## src/rtl/add_round_key_stream.sv

```systemverilog
// add_round_key_stream: streaming AES AddRoundKey stage with a registered round-key bank
//
// Parameters:
//   DATA_W   - beat width (32, 64 or 128); a 128-bit state is BEATS = 128/DATA_W beats
//   NUM_KEYS - round-key bank depth (11/13/15 for AES-128/192/256)
//   KIDX_W   - key index width, derived from NUM_KEYS
// Ports:
//   clk, rst_n                        - clock, asynchronous active-low reset
//   key_wr_en/key_wr_idx/key_wr_data  - bank write (out-of-range indices ignored)
//   s_valid/s_ready/s_data/s_round    - input beat stream; s_round sampled on beat 0
//   m_valid/m_ready/m_data/m_last     - registered output stream
//   err_round/err_clr                 - sticky out-of-range round flag and its clear
// Optional feature macro: ARK_RANGE_CHECK_EN (round index range check and err_round)
module add_round_key_stream #(
    parameter int DATA_W = 128,
    parameter int NUM_KEYS = 11,
    localparam int KIDX_W = $clog2(NUM_KEYS)
) (
    input  logic              clk,
    input  logic              rst_n,
    input  logic              key_wr_en,
    input  logic [KIDX_W-1:0] key_wr_idx,
    input  logic [127:0]      key_wr_data,
    input  logic              s_valid,
    output logic              s_ready,
    input  logic [DATA_W-1:0] s_data,
    input  logic [KIDX_W-1:0] s_round,
    output logic              m_valid,
    input  logic              m_ready,
    output logic [DATA_W-1:0] m_data,
    output logic              m_last,
    output logic              err_round,
    input  logic              err_clr
);
    localparam int BEATS = 128 / DATA_W;
    localparam int BW = BEATS > 1 ? $clog2(BEATS) : 1;

    logic [127:0]      bank_q [NUM_KEYS];
    logic [127:0]      key_hold_q, key_hold_d;
    logic [BW-1:0]     beat_q, beat_d;
    logic              m_valid_q, m_valid_d;
    logic [DATA_W-1:0] m_data_q, m_data_d;
    logic              m_last_q, m_last_d;
    logic [127:0]      bank_key, lookup, key0, key_cur;
    logic [DATA_W-1:0] slice;
    logic              accept, beat0, last_beat;

    assign s_ready   = !m_valid_q || m_ready;
    assign accept    = s_valid && s_ready;
    assign beat0     = beat_q == '0;
    assign last_beat = beat_q == BW'(BEATS - 1);
    // Same-cycle write to the looked-up entry is forwarded so a freshly written key is usable at once
    assign lookup    = (key_wr_en && key_wr_idx == s_round) ? key_wr_data : bank_key;

    always_comb begin
        bank_key = '0;
        for (int i = 0; i < NUM_KEYS; i++) if (s_round == KIDX_W'(i)) bank_key = bank_q[i];
        key_cur = beat0 ? key0 : key_hold_q;
        // Beat b uses key bits [127-b*DATA_W -: DATA_W]
        slice = DATA_W'(key_cur >> (128 - DATA_W * (int'(beat_q) + 1)));
        beat_d = accept ? (last_beat ? '0 : beat_q + 1'b1) : beat_q;
        m_valid_d = accept || (m_valid_q && !m_ready);
        m_data_d = accept ? s_data ^ slice : m_data_q;
        m_last_d = accept ? last_beat : m_last_q;
        key_hold_d = (accept && beat0) ? key0 : key_hold_q;
    end

`ifdef ARK_RANGE_CHECK_EN
    localparam logic [KIDX_W:0] NK = NUM_KEYS[KIDX_W:0];
    logic round_bad, err_q, err_d;
    assign round_bad = {1'b0, s_round} >= NK;
    assign key0      = round_bad ? '0 : lookup;
    // Set wins over a simultaneous clear
    assign err_d     = (accept && beat0 && round_bad) || (err_q && !err_clr);
    assign err_round = err_q;
    always_ff @(posedge clk or negedge rst_n)
        if (!rst_n) err_q <= 1'b0;
        else err_q <= err_d;
`else
    assign key0      = lookup;
    assign err_round = err_clr & 1'b0;
`endif

    always_ff @(posedge clk or negedge rst_n) begin
        if (!rst_n) begin
            for (int i = 0; i < NUM_KEYS; i++) bank_q[i] <= '0;
            key_hold_q <= '0;
            beat_q <= '0;
            m_valid_q <= 1'b0;
            m_data_q <= '0;
            m_last_q <= 1'b0;
        end else begin
            for (int i = 0; i < NUM_KEYS; i++) if (key_wr_en && key_wr_idx == KIDX_W'(i)) bank_q[i] <= key_wr_data;
            key_hold_q <= key_hold_d;
            beat_q <= beat_d;
            m_valid_q <= m_valid_d;
            m_data_q <= m_data_d;
            m_last_q <= m_last_d;
        end
    end

    assign m_valid = m_valid_q;
    assign m_data  = m_data_q;
    assign m_last  = m_last_q;
endmodule

```

## config.mk

```make
export PLATFORM = sky130hd
export DESIGN_NAME = add_round_key_stream
export DESIGN_NICKNAME = d
export VERILOG_FILES = /design/src/rtl/add_round_key_stream.sv
export SDC_FILE = /design/constraint.sdc
export NUM_CORES = 2
export LEC_CHECK = 0
export ABC_CLOCK_PERIOD_IN_PS = 2100
export CAP_MARGIN = 20
export CORE_AREA = 5 5 536 405
export CTS_CLUSTER_DIAMETER = 150
export DETAILED_ROUTE_END_ITERATION = 16
export DIE_AREA = 0 0 541 410
export SLEW_MARGIN = 20
export SYNTH_ARGS = -nofsm -noshare
export SYNTH_HDL_FRONTEND = slang
export SYNTH_SLANG_ARGS = --single-unit
```

## constraint.sdc

```tcl
create_clock -name clk -period 2.1 [get_ports clk]
set_input_delay 0.21 -clock clk [delete_from_list [all_inputs] [get_ports clk]]
set_output_delay 0.21 -clock clk [all_outputs]
set_load 0.01 [all_outputs]
```

After elaboration in Yosys (flattened, before gate mapping)
Cells that the tools add are included.

Flip-flop bits (word level): 1667. Output and inout bits: 132. Logic and storage cells: 78.

Add/subtract/negate cells: 3. Equal/unequal tests: 21. Shift operators: 1. Multiplexer cells: 14. Bitwise operators: 2. Reductions and logical operators: 21.

Operator list (number): 128-bit two-way mux (13); 128-bit by 32-bit right shift with 128-bit output (1); 128-bit bitwise XOR (1); 4-bit by 3-bit == test with 1-bit output (second input constant) (8); 4-bit == test (second input constant) (6); 4-bit by 2-bit == test with 1-bit output (second input constant) (4); 1-bit logical AND (15); 8-bit by 9-bit subtractor with 10-bit output (first input constant) (1); 4-bit by 1-bit == test with 1-bit output (second input constant) (2); 4-bit zero test (2); 4-bit == test (1); 1-bit by 1-bit adder with 2-bit output (second input constant) (1); 1-bit zero test (2); 1-bit logical OR (2); 1-bit adder (second input constant) (1); 1-bit two-way mux (1); 1-bit inverter (1).

Longest topological paths before layout
Depth in word-level cells: 16. Depth in mapped cells: 12.

Worst setup path before layout
OpenSTA, ideal clock, no wires.

Kind: input port to flip-flop. Start point: input key_wr_idx[1]. End point: register m_data_q[98], in the netlist m_data[98]. Setup time: 0.128 ns. Data arrival time: 1.855 ns. Slack: 0.118 ns. Cell stages on the path: 10. Path buffers: 3. Cells stage by stage: buf_2 -> xor2_1 -> nor3_4 -> and2_1 -> buf_2 -> buf_2 -> nand2_1 -> xor2_1 -> o21ai_0 -> mux2_1.

Word-level cells in the longest chain between the ends: 6.

RTL lines: start, declared (RTL line 22) `input logic [KIDX_W-1:0] key_wr_idx,`; 4-bit == test (RTL line 53) `assign lookup = (key_wr_en && key_wr_idx == s_round) ? key_wr_data : bank_key;`; 1-bit logical AND (RTL line 53); 128-bit two-way mux (RTL line 53); 128-bit two-way mux (RTL line 58) `key_cur = beat0 ? key0 : key_hold_q;`; 128-bit by 32-bit right shift with 128-bit output (RTL line 60) `slice = DATA_W'(key_cur >> (128 - DATA_W * (int'(beat_q) + 1)));`; 128-bit bitwise XOR (RTL line 63) `m_data_d = accept ? s_data ^ slice : m_data_q;`; end signal, assigned (RTL line 97) `m_data_q <= m_data_d;`; end, declared (RTL line 42) `logic [DATA_W-1:0] m_data_q, m_data_d;`.

Every way passes these cells. A chain may end at the register's enable or synchronous reset.

Worst setup path after layout
Start point: register m_data_q[40], in the netlist m_data[40]. End point: output m_data[40].

RTL lines: end, declared (RTL line 30) `output logic [DATA_W-1:0] m_data,`.

No word-level cell between the ends.

==> impl_metrics.yaml <==
critical_path:
  count_of_buffer_and_inverter_cells_on_the_critical_path: 1
  setup_slack_reg_to_reg_ns: 0.19
  worstPathRequired_ns: 1.89
  critPathArrivalTime_ns: 1.82
  worstRegToRegCells: 7
  critical_r2r_capture: "m_data[1]"
  critPathTopFamily: "buffers and inverters"
  crit_chain: "clkdlybuf4s50_1"
  critPathLaunchType: "flip-flop"
  setup.worst_path.end_class: "output pin"
  timing.rr.start: "bank_q[897]"
  type_of_the_setup_path_with_the_least_slack: "flip-flop to output pin"
  critPathMaxStageDelay_ns: 0.57
  path_max_fanout: 2
  cpMaxStageDelayCell: "sky130_fd_sc_hd__clkdlybuf4s50_1"
global_route:
  first_pass_grt_wire_length_um: 370600
  global_route_met3_utilization: 0.03771
  grt.met2_usage: 0.3406
  number_of_global_route_vias_before_repair: 55050
  grt_use_met1: 0.3119
  grt_start_max_net_pins: 100
  grt_remaining_overflow: 0
  grt_antenna_before_repair: 20
  track_usage: 0.2192
  grt_busiest_layer: "met2"
synth:
  synthFlopType: "sky130_fd_sc_hd__dfrtp_1"
  netlist_area_um2: 73500
  post_synth_main_area_contributors: "sky130_fd_sc_hd__dfrtp_1, sky130_fd_sc_hd__mux2_2, sky130_fd_sc_hd__mux2i_1"
  ys_seq_elements: 1538
  yosys_warnings: 0
  postSynthAreaPerCell_um2: 12.13
  postSynthNetCount: 6327
  synth_cell_types: 79
  yosysTopAreaCellShare: 0.5237
  synth_common_cells: "sky130_fd_sc_hd__dfrtp_1, sky130_fd_sc_hd__mux2_2, sky130_fd_sc_hd__nand2_1"
  seq_area_frac_synth: 0.5237
  async_reset_ff_frac: 1.000
  yosysMostFrequentCell: "sky130_fd_sc_hd__dfrtp_1"
  synth_top_cell_by_area: "sky130_fd_sc_hd__dfrtp_1"
  synthCells: 6057
  synth_enable_flop_cells: 0
sta:
  setup-violations-final: 0
  min_period_ns: 2.031
  timing_hold_violations_final: 0
  max-slew-margin-rel: 0.5495
  number_of_pins_with_negative_max_slew_slack_in_the_final_report: 0
  rsz0062_at_grt: "false"
  worst_clock_skew_ns: 0.02847
  timing_worst_slew_pin_value_ns: 0.6736
  final_worst_setup_slack_ns: 0.06946
  finalCritPeriodShare: 0.9669
  timing.fmax_mhz: 492.5
clocking:
  clock_root_buffer: "sky130_fd_sc_hd__clkbuf_16"
  clock_sinks: 1538
  cts_tree: "built"
  source_to_sink_clock_delay_at_the_later_pin_of_the_worst_skew_pair_ns: 0.82
  cts_post_setup_buffers_inserted: 0
  cts.path.max_buffers: 3
  count_of_h_tree_levels_built_during_cts: 4
  cts-buffers-inserted: 163
  path_clk_slew_ns: 0.06
power:
  cellLeakagePower_nw: 38.88
  cellPowerDensity_nw_per_um2: 946.5
  vdd_ir_max_v: 0.0006515
floorplan:
  floorplan.die_area_um2: 221800
  fp.dieW_um: 541
  placement_rows: 146
  boundaryPins: 402
  placeableCoreArea_um2: 210800
  initial_utilization: 0.3486
  die-height_um: 410
detailed_routing:
  dr.pass1.iters: 5
  drt_iter0_markers: 4025
  vias_per_cell: 5.544
  routedWlPerCell_um: 25.69
  ant_nets: 0
  finalWirelength_um: 247400
  dr_total_vias: 53390
  drt_drc_violations_left: 0
min_path:
  hold_end: "m_data[103]"
  timing.hold.worst.class: "input pin to flip-flop"
  hold_start: "s_data[103]"
  worstHoldPathCells: 3
layout:
  finish.utilization: 0.4345
  syn_to_final_growth_pct: 24.63
  layout-drive-gt1-share: 0.3626
  fill_cells: 19320
  design_area_um2: 91600
  finish.net_count: 6953
placed_design:
  placement.cell_area_um2: 86100
  gp_congestion: 0.8297
  preCtsSetupSlack_ns: -0.6210
  buffer_ports.inserted: 399
  post-dp-hpwl_um: 170500
job:
  cap_viol_max_count: 0
status:
  run_status: "finished clean"
metal layers:
layer  share of wire  vias up
li1                -    23290
met1            0.46    28100
met2            0.45     1640
met3           0.058      342
met4           0.033        6
met5         0.00016        -
logic make-up (layout without fill, tap and decap cells):
logic type / Yosys count / after routing / share of synthesized area
AND/OR/NAND/NOR: 873 / 873 / 0.05458
other: 1 / 10 / 0.00005102
AO/OA/AOI/OAI: 1245 / 1245 / 0.1127
flip-flops: 1538 / 1538 / 0.5237
buffers and inverters: 614 / 1366 / 0.03994
XOR/XNOR: 101 / 101 / 0.01204
multiplexers: 1685 / 1685 / 0.2570
layout make-up:
class | instances | area [um^2] | area share
Timing Repair Buffer | 1071 | 11830 | 0.1291
Tap cell | 2812 | 3518 | 0.03841
Multi-Input combinational cell | 3905 | 32280 | 0.3525
Clock inverter | 52 | 673.1 | 0.007349
Sequential cell | 1538 | 38500 | 0.4203
Antenna cell | 9 | 22.52 | 0.0002459
Clock buffer | 239 | 4755 | 0.05191
Inverter | 4 | 17.52 | 0.0001912
worst register-to-register path: cells and delay by family, from the launching register on:
kind	cells	cell delay (ns)
compound gates	4	0.70
flops	1	0.37
buf+inv	1	0.13
mux	1	0.46
xor+xnor	1	0.14
how the worst max path moves through the flow:
stage                  start          end  slack (ns)  cells after the start
4_1_cts           m_data[40]   m_data[40]      0.0009                      1
3_5_place_dp   key_wr_idx[3]  m_data[106]       -0.62                     13
5_1_grt           m_data[40]   m_data[40]        0.01                      1
6_report          m_data[40]   m_data[40]        0.07                      1
3_3_place_gp   key_wr_idx[3]  m_data[107]       -0.60                     13
2_1_floorplan  key_wr_idx[1]   m_data[98]        0.12                     10
flip-flops by register name, indices dropped and copies added (netlist names):
register	cells
bank_q	1408
m_data	128
m_last	1
m_valid	1
timing repair:
action / 4_1_cts / 5_1_grt
endpoints found under the hold margin: 1104 / 0
setup endpoints to repair: 15 / 2
hold buffers: 4 / 0
resized for setup: 20 / 2
metrics by stage:
step | total power (W) | setup TNS [ns] | std cells | hold WS, ns
after global routing | 0.09084 | 0 | 9626 | 0.04331
after global placement | 0.05680 | -286.55 | 9326 | 0.1405
final | 0.08669 | 0 | 9630 | 0.06305
after floorplan | 0.05023 | 0 | 6057 | -0.08559
after CTS | 0.08736 | 0 | 9621 | 0.01551
after detailed placement | 0.05765 | -309.34 | 9326 | 0.1434
cells in the final DEF (no fill, tap or decap), drive strengths merged, types with 18 or more instances in the layout:
cell	n
dfrtp	1538
mux2	1419
buf	674
nand2	452
o21ai	439
clkdlybuf4s50	381
mux2i	246
clkbuf	239
a21oi	236
nor2	164
a22oi	87
o211ai	72
xnor2	71
nand3b	68
o221ai	66
a221o	61
o22ai	59
nor3	51
nand3	36
xor2	30
o31ai	30
a221oi	30
clkinv	30
a31oi	26
and3	24
o32ai	24
nor2b	24
mux4	20
o31a	18
power breakdown:
part	switching (W)	internal, W
Clock	0.0127	0.0169
Combinational	0.00745	0.00952
Sequential	0.00367	0.0365
Power figures use the tool's default switching activity.
